[src/rtl/scene_recover.sv]
// Dark-channel-prior scene radiance recovery for one pixel at a time on a shared 16/8 restoring divider.
// The output appears 68 cycles after the input is accepted; in_ready stays low until the result is taken.
module scene_recover #(
  parameter int unsigned OMEGA_Q8 = 243,
  parameter int unsigned T0       = 26
) (
  input  logic       clk,
  input  logic       reset,
  input  logic       a_load,
  input  logic [7:0] a_r,
  input  logic [7:0] a_g,
  input  logic [7:0] a_b,
  input  logic       in_valid,
  output logic       in_ready,
  input  logic [7:0] in_r,
  input  logic [7:0] in_g,
  input  logic [7:0] in_b,
  input  logic [7:0] in_dark,
  input  logic       in_last,
  output logic       out_valid,
  input  logic       out_ready,
  output logic [7:0] out_r,
  output logic [7:0] out_g,
  output logic [7:0] out_b,
  output logic [7:0] out_t,
  output logic       out_last
);

  typedef enum logic [2:0] {
    S_IDLE, S_DIV_T, S_DIV_R, S_DIV_G, S_DIV_B, S_OUT
  } state_t;

  localparam logic [7:0]  T0_L    = 8'(T0);
  localparam logic [15:0] OMEGA_W = 16'(OMEGA_Q8);

  state_t state_q, state_d;

  logic [7:0]  sh_r_q, sh_g_q, sh_b_q;
  logic [7:0]  ar_q, ag_q, ab_q;
  logic [7:0]  pr_q, pg_q, pb_q;
  logic [7:0]  dark_q;
  logic        last_q;
  logic [7:0]  t_q, jr_q, jg_q;
  logic [4:0]  cnt_q;
  logic [7:0]  rem_q, dvs_q;
  logic [15:0] quo_q;

  logic        accept, in_div, div_last;
  logic [7:0]  a_min, pix_c, a_c, mag;
  logic        neg;
  logic [15:0] dividend;
  logic [7:0]  divisor;
  logic [8:0]  rem_sh;
  logic        ge;
  logic [7:0]  rem_nx;
  logic [15:0] quo_nx;
  logic [7:0]  norm, haze, t_raw, t_new, j_new;
  logic [15:0] prod;
  logic [8:0]  sum;
  logic        q_big;

  // State register
  always_ff @(posedge clk or posedge reset) begin
    if (reset) state_q <= S_IDLE;
    else       state_q <= state_d;
  end

  // Next-state logic
  always_comb begin
    state_d = state_q;
    case (state_q)
      S_IDLE:  if (accept)    state_d = S_DIV_T;
      S_DIV_T: if (div_last)  state_d = S_DIV_R;
      S_DIV_R: if (div_last)  state_d = S_DIV_G;
      S_DIV_G: if (div_last)  state_d = S_DIV_B;
      S_DIV_B: if (div_last)  state_d = S_OUT;
      S_OUT:   if (out_ready) state_d = S_IDLE;
      default:                state_d = S_IDLE;
    endcase
  end

  // Outputs decoded from state
  always_comb begin
    in_ready  = (state_q == S_IDLE) && !reset;
    out_valid = (state_q == S_OUT);
  end

  assign accept   = in_valid && in_ready;
  assign in_div   = (state_q == S_DIV_T) || (state_q == S_DIV_R) ||
                    (state_q == S_DIV_G) || (state_q == S_DIV_B);
  assign div_last = in_div && (cnt_q == 5'd16);

  always_comb begin
    a_min = ar_q;
    if (ag_q < a_min) a_min = ag_q;
    if (ab_q < a_min) a_min = ab_q;
  end

  always_comb begin
    pix_c = pr_q;
    a_c   = ar_q;
    case (state_q)
      S_DIV_G: begin pix_c = pg_q; a_c = ag_q; end
      S_DIV_B: begin pix_c = pb_q; a_c = ab_q; end
      default: begin pix_c = pr_q; a_c = ar_q; end
    endcase
  end

  assign neg = pix_c < a_c;
  assign mag = neg ? (a_c - pix_c) : (pix_c - a_c);

  assign dividend = (state_q == S_DIV_T) ? ({8'd0, dark_q} * 16'd255) : ({8'd0, mag} * 16'd255);
  assign divisor  = (state_q == S_DIV_T) ? a_min : t_q;

  // One restoring step; the remainder never exceeds the 8-bit divisor
  assign rem_sh = {rem_q, quo_q[15]};
  assign ge     = rem_sh >= {1'b0, dvs_q};
  assign rem_nx = ge ? 8'(rem_sh - {1'b0, dvs_q}) : rem_sh[7:0];
  assign quo_nx = {quo_q[14:0], ge};
  assign q_big  = |quo_nx[15:8];

  always_comb begin
    norm  = (a_min == 8'd0 || q_big) ? 8'd255 : quo_nx[7:0];
    prod  = {8'd0, norm} * OMEGA_W;
    haze  = 8'(prod >> 8);
    t_raw = 8'd255 - haze;
    t_new = (t_raw < T0_L) ? T0_L : t_raw;
  end

  // Saturating J = A +/- q; q may exceed 8 bits when t is small
  always_comb begin
    sum   = {1'b0, a_c} + {1'b0, quo_nx[7:0]};
    j_new = 8'd0;
    if (neg) begin
      if (q_big || quo_nx[7:0] > a_c) j_new = 8'd0;
      else                            j_new = a_c - quo_nx[7:0];
    end else begin
      if (q_big || sum[8]) j_new = 8'd255;
      else                 j_new = sum[7:0];
    end
  end

  always_ff @(posedge clk or posedge reset) begin
    if (reset) begin
      sh_r_q <= 8'd255; sh_g_q <= 8'd255; sh_b_q <= 8'd255;
      ar_q <= 8'd0; ag_q <= 8'd0; ab_q <= 8'd0;
      pr_q <= 8'd0; pg_q <= 8'd0; pb_q <= 8'd0;
      dark_q <= 8'd0; last_q <= 1'b0;
      t_q <= 8'd0; jr_q <= 8'd0; jg_q <= 8'd0;
      cnt_q <= 5'd0; rem_q <= 8'd0; dvs_q <= 8'd0; quo_q <= 16'd0;
      out_r <= 8'd0; out_g <= 8'd0; out_b <= 8'd0; out_t <= 8'd0; out_last <= 1'b0;
    end else begin
      if (a_load) begin
        sh_r_q <= a_r; sh_g_q <= a_g; sh_b_q <= a_b;
      end
      if (accept) begin
        ar_q   <= a_load ? a_r : sh_r_q;
        ag_q   <= a_load ? a_g : sh_g_q;
        ab_q   <= a_load ? a_b : sh_b_q;
        pr_q   <= in_r; pg_q <= in_g; pb_q <= in_b;
        dark_q <= in_dark;
        last_q <= in_last;
      end
      if (in_div) begin
        cnt_q <= div_last ? 5'd0 : cnt_q + 5'd1;
        if (cnt_q == 5'd0) begin
          rem_q <= 8'd0;
          quo_q <= dividend;
          dvs_q <= divisor;
        end else begin
          rem_q <= rem_nx;
          quo_q <= quo_nx;
        end
      end else begin
        cnt_q <= 5'd0;
      end
      if (div_last) begin
        case (state_q)
          S_DIV_T: t_q  <= t_new;
          S_DIV_R: jr_q <= j_new;
          S_DIV_G: jg_q <= j_new;
          S_DIV_B: begin
            out_r    <= jr_q;
            out_g    <= jg_q;
            out_b    <= j_new;
            out_t    <= t_q;
            out_last <= last_q;
          end
          default: ;
        endcase
      end
    end
  end

endmodule

[config.mk]
export PLATFORM = sky130hd
export DESIGN_NAME = scene_recover
export DESIGN_NICKNAME = d
export VERILOG_FILES = /design/src/rtl/scene_recover.sv
export SDC_FILE = /design/constraint.sdc
export NUM_CORES = 1
export LEC_CHECK = 0
export ABC_AREA = 0
export BUFFER_PORTS_ARGS = -buffer_cell sky130_fd_sc_hd__buf_2
export CORE_MARGIN = 2
export CORE_UTILIZATION = 45
export DETAILED_ROUTE_END_ITERATION = 16
export GPL_TIMING_DRIVEN = 0
export HOLD_SLACK_MARGIN = 0.02
export PLACE_DENSITY = 0.74
export SKIP_CTS_REPAIR_TIMING = 1
export SYNTH_ARGS = -nofsm -noshare
export SYNTH_HDL_FRONTEND = slang
export SYNTH_SLANG_ARGS = --single-unit
export TNS_END_PERCENT = 10
[constraint.sdc]
create_clock -name clk -period 7.9 [get_ports clk]
set_input_delay 0.395 -clock clk [delete_from_list [all_inputs] [get_ports clk]]
set_output_delay 0.395 -clock clk [all_outputs]
set_load 0.02 [all_outputs]
==> impl_metrics.csv, run 1 <==
group,metric,value,unit
sta,skew,0.0251,ns
cts,cts-root-buf,"clkbuf_16",
power,p_clk_share,13.3,%
sta,slew_violations,0,
setup_path,path_max_fanout,10,
setup_path,cp.required,8.23,ns
cts,cts_inserted_buffers,17,
sta,period_share,103,%
route,routed_wirelength,34.6,mm
logic_synthesis,synth_ff_type,"dfrtp_1",
logic_synthesis,netlist_instances,1494,
power,vdd_drop_max,427,uV
setup_path,path_class,"flip-flop to flip-flop",
grt,overflow,0,
placement,finalWeightedCongestion,0.917,
logic_synthesis,syn_area,14400,um^2
logic_synthesis,yosysMostFrequentCell,"inv_1",
finish,multiInputGateArea,9260,um^2
cts,cts.sinks,178,
logic_synthesis,synthArstFlopShare,100,%
finish,drive_gt1_share,22.6,%
power,powerDensity,408,nW/um^2
logic_synthesis,synth_top_cell_area_share,26.8,%
logic_synthesis,synth_common_cells,"inv_1 (211), ha_1 (164), nand2_1 (159)",
logic_synthesis,synthTopCellsByArea,"dfrtp_1 (27%), ha_1 (14%), fa_1 (12%)",
route,wl_per_cell,16.8,um
finish,layout.nets,1958,
floorplan,die-area,33400,um^2
floorplan,initial_core_util,45.7,%
setup_path,endpoint_kind,"flip-flop",
cts,clkTransAtPathRegs,0.08,ns
grt,grt_pass1_vias,11112,
logic_synthesis,avgSynthCellArea,9.63,um^2
floorplan,coreArea,31500,um^2
finish,fillCellCount,2695,
power,power_frac_seq,16.4,%
sta,setup_slack,-0.250,ns
grt,grt_antenna_before_repair,0,
sta,rsz0062_at_grt,"yes",
finish,layoutNonFillerInstCount,2064,
cts,ctsLongestPathBuffers,2,
cts,clk_latency,0.46,ns
sta,min_period,8.15,ns
logic_synthesis,synth-edff-count,0,
placement,post-place-cells,1992,
logic_synthesis,synth_top_area_cell,"dfrtp_1",
outcome,status,"finished with violations",
cts,htreeDepth,4,
setup_path,cp_slowest_cell,"fa_1",
finish,synthToLayoutAreaGrowth,16.6,%
power,swShare,47.3,%
sta,fmax,123,MHz
finish,diodes,0,
route,dr_total_vias,11280,
logic_synthesis,yosysSeqAreaShare,31.2,%
placement,placed_area,15400,um^2
power,p_leak,8.43,nW
cts,cts_tree,"built",
route,detail_route.iter0.violations,892,
job,cap_viol_max_count,0,
placement,dp_hpwl,26.5,mm
logic_synthesis,yosys_warnings,0,
floorplan,ios,97,
setup_path,start_kind,"flip-flop",
finish,fin_area,16800,um^2
route,drc,0,
logic_synthesis,yosys_register_bits,178,
power,p_int,3.60,mW
sta,finalSetupViolCount,2,
grt,grt_first_pass_wirelength,55.6,mm
outcome,violations,"setup timing",
sta,tightestPinTransition,0.860,ns
power,p_switching,3.23,mW
hold_path,min_path_type,"primary input to async pin",
sta,slew_headroom,42.7,%
route,ant_nets,0,
finish,regArea,4490,um^2
placement,portBuffers,95,
power,p_comb_share,70.2,%
floorplan,rows,65,
finish,post-route-util,53.3,%
floorplan,die_w,183,um
route,detail_route.vias_per_cell,5.47,
setup_path,arrival,8.48,ns
setup_path,crit_path_max_incr_delay,0.57,ns
grt,grt.total_usage,20.8,%
floorplan,die_h,183,um
logic_synthesis,syn_nets,1803,
logic_synthesis,synth_cell_type_count,73,
route,dr.pass1.iters,5,
sta,hold_viol_final,0,
grt,grt_max_degree,114,
## worst max-delay path: cells and delay by family, from the launching register on
kind / cells / cell delay, ns
fa+ha+maj: 7 / 2.86
compound gates: 13 / 2.23
simple gates: 7 / 1.15
buf+inv: 8 / 0.93
flops: 1 / 0.42
xor+xnor: 2 / 0.40
## cells in the final DEF, fill, tap and decap left out, types with 8 or more instances in the layout
master     Yosys  layout
nand2b_1      17      15
a21oi_1       68      61
o21ai_0       76      65
o21ai_2        1       9
and2_1        14      14
nor2_1        79      76
nand2_1      159     159
o21a_1         9       9
dfstp_2       24      24
dfrtp_1      154     153
nor4_1        11      10
fa_1          83      78
o211ai_1      11      11
xnor2_1       33      31
a211oi_1      19      19
nand3_1       14      13
mux2i_1        9       9
xor2_1        17      14
a221o_1       15      14
clkbuf_1      44      35
nor2b_1       10      10
clkbuf_16      0      18
a31oi_1       11      11
buf_4          0      37
nor3_1        23      23
mux2_2        93      92
ha_1         164     159
a21o_1        23      23
buf_2          0      96
buf_6          0       8
inv_1        211     205
## power by group through the flow
stage	Clock [mW]	Sequential, mW	Combinational, mW
CTS	0.926	1.12	4.20
global route	0.962	1.14	5.35
detailed placement	0	1.14	4.14
finish	0.912	1.12	4.80
floorplan	0	1.10	3.26
global placement	0	1.13	4.00
## stage by stage
step / power [mW] / hold WS, ns / setup WS [ns] / TNS [ns]
floorplan: 4.36 / 0.433 / 0.00602 / 0
global placement: 5.14 / 0.448 / -1.13 / -9.25
detailed placement: 5.28 / 0.457 / -1.24 / -11.24
CTS: 6.25 / 0.0118 / -1.31 / -12.32
global route: 7.45 / 0.0461 / -0.472 / -3.07
finish: 6.84 / 0.00835 / -0.250 / -0.274
## state kept, by name (all words and copies together) (netlist names), 3 cells and up
signal / count
ab_q: 8
ag_q: 8
ar_q: 8
cnt_q: 5
dark_q: 8
dvs_q: 8
jg_q: 8
jr_q: 8
out_b: 8
out_g: 8
out_r: 8
out_t: 8
pb_q: 8
pg_q: 8
pr_q: 8
quo_q: 16
rem_q: 8
sh_b_q: 8
sh_g_q: 8
sh_r_q: 8
state_q: 3
t_q: 8
## layer usage
| layer | global-route usage [%] | share of wire, % | up-vias |
|---|---|---|---|
| met1 | 27.7 | 43 | 5556 |
| met2 | 35.6 | 50 | 311 |
| met5 | 0 | 0 | - |
| met3 | 2.68 | 4.5 | 51 |
| met4 | 5.98 | 2.2 | 0 |
| li1 | - | - | 5362 |
## final cells by class
class	instances	share of cell area, %
Clock inverter	15	1.25
Clock buffer	17	2.54
Tap cell	402	3.00
Buffer	49	1.48
Multi-Input combinational cell	1056	55.3
Sequential cell	178	26.8
Inverter	211	4.77
Timing Repair Buffer	136	4.95
## path summary, 6_finish.rpt
check                                       start                    end  slack (ns)  cells after the start
min in group clk                       in_dark[5]  dark_q[5]$_DFFE_PP0P_        0.16                      2
max in group asynchronous                   reset    pb_q[7]$_DFFE_PP0P_        6.97                      3
hold reg to reg              out_r[0]$_DFFE_PP0P_   out_r[0]$_DFFE_PP0P_        0.47                      2
setup / recovery           state_q[0]$_DFFE_PP0P_  quo_q[14]$_DFFE_PP0N_       -0.25                     37
hold / removal                              reset     cnt_q[0]$_DFF_PP0_       0.008                      2
setup reg to reg           state_q[0]$_DFFE_PP0P_  quo_q[14]$_DFFE_PP0N_       -0.25                     37
## cells by family after synthesis
kind of cell / after synthesis / synth area share, %
buf+inv: 260 / 6.79
mux: 102 / 7.91
fa+ha+maj: 247 / 25.8
flops: 178 / 31.2
simple gates: 360 / 11.5
xor+xnor: 50 / 3.05
compound gates: 297 / 13.8
(Power assumes the default switching activity.)
==> run 2: changes to the inputs <==
SETUP_SLACK_MARGIN = 0.2   (was unset)
==> run 2 against run 1 <==
The flow finishes with violations (hold timing, setup timing). Sequential share of layout area increased by 0.16 points. Count of clock-buffer cells in the layout grew 1. Clock power down 1%. Critical path depth did not move. Clock skew is 0.0025 ns lower. Wire length shrank 0.14%. Die area did not move. Register-to-register slack lost 0.14 ns. Worst hold slack got worse by 0.021 ns. Final cell count shrank 0.39%. Sequential cell count unchanged. Combinational power decreased by 1%. Critical path type unchanged. Critical endpoint unchanged.
==> impl_metrics.csv, run 2 (synthesized netlist as in run 1, its figures left out) <==
group,metric,value,unit
setup_path,crit_path_end,"quo_q[14]$_DFFE_PP0N_",
sta,setup_slack,-0.388,ns
sta,hold_ws,-0.0131,ns
sta,skew,0.0226,ns
cts,cts.sinks,178,
cts,htreeDepth,4,
finish,largest_reg_flops,16,
power,powerDensity,406,nW/um^2
floorplan,initial_core_util,45.7,%
floorplan,die_w,183,um
cts,cts-root-buf,"clkbuf_16",
route,detail_route.iter0.violations,757,
sta,rsz0062_at_grt,"yes",
route,ant_nets,0,
sta,period_share,105,%
finish,post-route-util,52.9,%
route,dr.pass1.iters,5,
route,drc,0,
finish,final_cell_mix,"inv_1 (206), ha_1 (160), nand2_1 (158), dfrtp_1 (153), buf_2 (96)",
route,detail_route.vias_per_cell,5.44,
setup_path,r2r_end,"quo_q[14]$_DFFE_PP0N_",
sta,slew_violations,0,
finish,layoutNonFillerInstCount,2056,
grt,overflow,0,
grt,grt_first_pass_wirelength,54.6,mm
placement,portBuffers,95,
setup_path,path_max_fanout,8,
finish,synthToLayoutAreaGrowth,15.8,%
route,dr_total_vias,11181,
setup_path,start_kind,"flip-flop",
placement,post-place-cells,1992,
setup_path,r2r_slack,-0.39,ns
sta,hold_viol_final,6,
power,p_leak,8.37,nW
floorplan,coreArea,31500,um^2
finish,regMostFlops,"quo_q",
finish,layout.nets,1950,
cts,clk_latency,0.46,ns
floorplan,die-area,33400,um^2
sta,slew_headroom,40.5,%
grt,grt_pass1_vias,10885,
job,cap_viol_max_count,0,
sta,finalSetupViolCount,9,
power,vdd_drop_max,603,uV
setup_path,cp_slowest_cell,"fa_2",
grt,grt_antenna_before_repair,0,
finish,diodes,0,
sta,min_period,8.29,ns
setup_path,r2r_cells,37,
sta,tightestPinTransition,0.893,ns
setup_path,path_class,"flip-flop to flip-flop",
cts,cts_tree,"built",
cts,cts_inserted_buffers,17,
route,routed_wirelength,34.6,mm
floorplan,die_h,183,um
setup_path,cp.required,8.23,ns
setup_path,critPathLaunch,"state_q[2]$_DFFE_PP0P_",
placement,finalWeightedCongestion,0.901,
finish,final_common_cell,"inv_1",
setup_path,arrival,8.62,ns
setup_path,crit_path_max_incr_delay,0.59,ns
finish,drive_gt1_share,21.8,%
hold_path,min_path_type,"primary input to async pin",
setup_path,endpoint_kind,"flip-flop",
cts,ctsLongestPathBuffers,2,
grt,grt.total_usage,20.3,%
grt,grt_max_degree,115,
sta,setup_tns,-1.20,ns
setup_path,worstReg2RegStart,"state_q[2]$_DFFE_PP0P_",
floorplan,ios,97,
placement,dp_hpwl,26.0,mm
power,p_total,6.77,mW
outcome,status,"finished with violations",
outcome,violations,"hold timing, setup timing",
floorplan,rows,65,
sta,fmax,121,MHz
route,wl_per_cell,16.8,um
cts,clkTransAtPathRegs,0.09,ns
-- run 2: cell count changes in the layout (fill, tap and decap cells not counted), sizes merged --
cell	previous run	this run
clkinvlp	0	1
buf	145	137
clkbuf	57	58
inv	217	218
clkinv	8	5
-- run 2: critical path, delay by kind of cell, from the launching register on --
kind / cells / cell delay, ns
fa+ha+maj: 7 / 2.85
compound gates: 16 / 2.70
simple gates: 5 / 1.07
buf+inv: 7 / 0.74
xor+xnor: 2 / 0.41
flops: 1 / 0.40
-- run 2: area by class of cell --
cell class              count  area, um^2
clock buffers              18         429
multi-input cells        1056        9260
clock inverters            14         185
inverters                 211         800
plain buffers              49         235
well taps                 402         503
fillers                  2733       14800
repair buffers            128         759
flip-flops and latches    178        4490
-- run 2: power by group --
group          leakage [nW]  total (mW)  internal (mW)  switching (mW)
clock                 0.296       0.902          0.460           0.442
sequential             2.25        1.12           1.03          0.0951
combinational          5.82        4.74           2.10            2.65
total                  8.37        6.77           3.59            3.19
-- run 2: worst min-delay path by stage --
stage                                    from                    to  slack, ns  depth (start not counted)
after floorplan           jg_q[5]$_DFFE_PP0P_  out_g[5]$_DFFE_PP0P_       0.43                          2
after global placement    jg_q[7]$_DFFE_PP0P_  out_g[7]$_DFFE_PP0P_       0.45                          2
after detailed placement  jg_q[7]$_DFFE_PP0P_  out_g[7]$_DFFE_PP0P_       0.45                          2
after CTS                               reset  out_last$_DFFE_PP0P_      0.008                          2
after global routing                    reset   jr_q[5]$_DFFE_PP0P_       0.03                          2
final                                   reset  out_last$_DFFE_PP0P_      -0.01                          2
-- run 2: metrics by stage --
stage / cell area [um^2] / hold slack (ns) / setup slack [ns]
global route: 16700 / 0.0300 / -0.677
floorplan: 14500 / 0.433 / 0.216
detailed placement: 15500 / 0.449 / -1.14
finish: 16700 / -0.0131 / -0.388
CTS: 16100 / 0.00770 / -1.16
global placement: 15400 / 0.449 / -0.970
-- run 2: per-layer routing --
| layer | vias up | track usage (%) | part of all wire, % |
|---|---|---|---|
| li1 | 5352 | - | - |
| met3 | 54 | 3.47 | 4.3 |
| met1 | 5501 | 26.7 | 44 |
| met5 | - | 0 | 0 |
| met2 | 274 | 34.5 | 49 |
| met4 | 0 | 6.30 | 2.6 |
==> run 3: changes to the inputs <==
PLACE_DENSITY = unset   (was 0.74)
==> run 3 against run 2 <==
The run ends with setup timing left. Worst hold slack gained 0.030 ns. Utilization grew 0.084 points. Sequential power is essentially flat. Wire length grew 0.43%. Clock skew shrank 0.0027 ns. Combinational power grew 4%. Final cell count is essentially flat. Register-to-register slack gained 0.15 ns. Highest routed layer unchanged.
==> impl_metrics.csv, run 3 (synthesized netlist as in run 1, its figures left out) <==
group,metric,value,unit
sta,hold_ws,0.0169,ns
sta,slew_violations,0,
grt,grt_antenna_before_repair,0,
sta,rsz0062_at_grt,"yes",
route,wl_per_cell,16.9,um
setup_path,r2r_slack,-0.24,ns
power,vdd_drop_max,665,uV
power,swShare,47.6,%
sta,fmax,123,MHz
floorplan,die_w,183,um
finish,drive_gt1_share,22.3,%
setup_path,endpoint_kind,"flip-flop",
sta,slew_headroom,44.3,%
route,routed_wirelength,34.7,mm
finish,fin_area,16700,um^2
route,detail_route.iter0.violations,766,
finish,fillCellCount,2897,
placement,finalWeightedCongestion,0.907,
sta,setup_slack,-0.238,ns
setup_path,r2r_cells,35,
outcome,status,"finished with violations",
setup_path,cp.required,8.22,ns
route,detail_route.vias_per_cell,5.32,
placement,post-place-cells,1992,
setup_path,r2r_end,"quo_q[14]$_DFFE_PP0N_",
grt,grt_util_met2,34.4,%
finish,synthToLayoutAreaGrowth,16.0,%
route,ant_nets,0,
route,dr_total_vias,10928,
cts,cts.sinks,178,
power,p_total,6.94,mW
grt,use_met1,30.3,%
power,p_clk_share,12.8,%
setup_path,path_max_fanout,10,
power,p_int,3.64,mW
grt,grt_pass1_vias,10906,
power,power_frac_seq,16.2,%
power,p_leak,8.38,nW
route,drc,0,
finish,layout.nets,1949,
cts,ctsLongestPathBuffers,2,
finish,diodes,0,
placement,dp_hpwl,27.1,mm
job,cap_viol_max_count,0,
sta,skew,0.0198,ns
sta,tightestPinTransition,0.836,ns
grt,grt_first_pass_wirelength,56.6,mm
power,p_comb_share,71.0,%
setup_path,worstReg2RegStart,"state_q[0]$_DFFE_PP0P_",
finish,largest_reg_flops,16,
finish,final_common_cell,"inv_1",
cts,clk_latency,0.46,ns
cts,clkTransAtPathRegs,0.08,ns
sta,min_period,8.14,ns
grt,overflow,0,
finish,layoutNonFillerInstCount,2055,
floorplan,coreArea,31500,um^2
power,p_switching,3.30,mW
floorplan,rows,65,
power,powerDensity,416,nW/um^2
setup_path,path_class,"flip-flop to flip-flop",
grt,grt_max_degree,96,
placement,placed_area,15500,um^2
sta,period_share,103,%
floorplan,die-area,33400,um^2
grt,top_usage_layer,"met2",
grt,use_met3,3.67,%
route,dr.pass1.iters,5,
outcome,violations,"setup timing",
setup_path,cp_slowest_cell,"fa_1",
setup_path,crit_path_max_incr_delay,0.54,ns
cts,htreeDepth,4,
setup_path,start_kind,"flip-flop",
finish,regMostFlops,"quo_q",
setup_path,arrival,8.46,ns
hold_path,min_path_type,"primary input to async pin",
placement,portBuffers,95,
cts,cts_tree,"built",
cts,cts_inserted_buffers,17,
setup_path,worst-path-buf-inv,8,
grt,grt.total_usage,21.5,%
sta,hold_viol_final,0,
setup_path,cp_top_family,"adder cells",
floorplan,ios,97,
floorplan,die_h,183,um
sta,finalSetupViolCount,4,
floorplan,initial_core_util,45.7,%
finish,final_cell_mix,"inv_1 (204), ha_1 (161), nand2_1 (159), dfrtp_1 (153), buf_2 (97)",
cts,cts-root-buf,"clkbuf_16",
run 3: cell count changes in the layout (fill, tap and decap cells not counted), moves of 3 or more:
cell      previous run  this run
o21ai_1              7         4
clkbuf_2             1         5
buf_4               31        28
inv_8                6         3
clkbuf_1            38        32
inv_6                1         6
run 3: power groups by stage:
stage | registers [mW] | clock network [mW] | logic, mW
after floorplan | 1.10 | 0 | 3.32
after global placement | 1.14 | 0 | 4.22
after detailed placement | 1.14 | 0 | 4.28
after CTS | 1.12 | 0.909 | 4.32
after global routing | 1.14 | 0.949 | 5.51
final | 1.12 | 0.891 | 4.93
run 3: per-stage QoR:
step	worst slack, ns	setup TNS (ns)	utilization (%)
2_1_floorplan	0.216	0	-
4_1_cts	-1.26	-11.54	51.1
5_1_grt	-0.467	-4.14	53.0
6_report	-0.238	-0.441	53.0
3_3_place_gp	-1.22	-10.02	49.1
3_5_place_dp	-1.27	-11.10	49.2
run 3: area by class of cell:
cell class	instances	area (um^2)	area share, %
Clock inverter	15	186	1.12
Inverter	211	800	4.79
Tap cell	402	503	3.01
Multi-Input combinational cell	1056	9280	55.6
Buffer	49	245	1.47
Timing Repair Buffer	127	764	4.58
Sequential cell	178	4490	26.9
Clock buffer	17	425	2.55
run 3: how the worst max path moves through the flow:
stage	start	end	slack, ns	cells after the start
after detailed placement	state_q[2]$_DFFE_PP0P_	quo_q[14]$_DFFE_PP0N_	-1.27	32
after floorplan	state_q[0]$_DFFE_PP0P_	quo_q[14]$_DFFE_PP0N_	0.22	34
after CTS	state_q[2]$_DFFE_PP0P_	quo_q[14]$_DFFE_PP0N_	-1.26	32
final	state_q[0]$_DFFE_PP0P_	quo_q[14]$_DFFE_PP0N_	-0.24	35
after global routing	state_q[2]$_DFFE_PP0P_	quo_q[14]$_DFFE_PP0N_	-0.47	38
after global placement	state_q[0]$_DFFE_PP0P_	quo_q[14]$_DFFE_PP0N_	-1.22	32
run 3: layer usage:
metal / vias up / share of wire (%)
li1: 5347 / -
met1: 5341 / 47
met2: 203 / 47
met3: 37 / 4.1
met4: 0 / 1.9
met5: - / 0
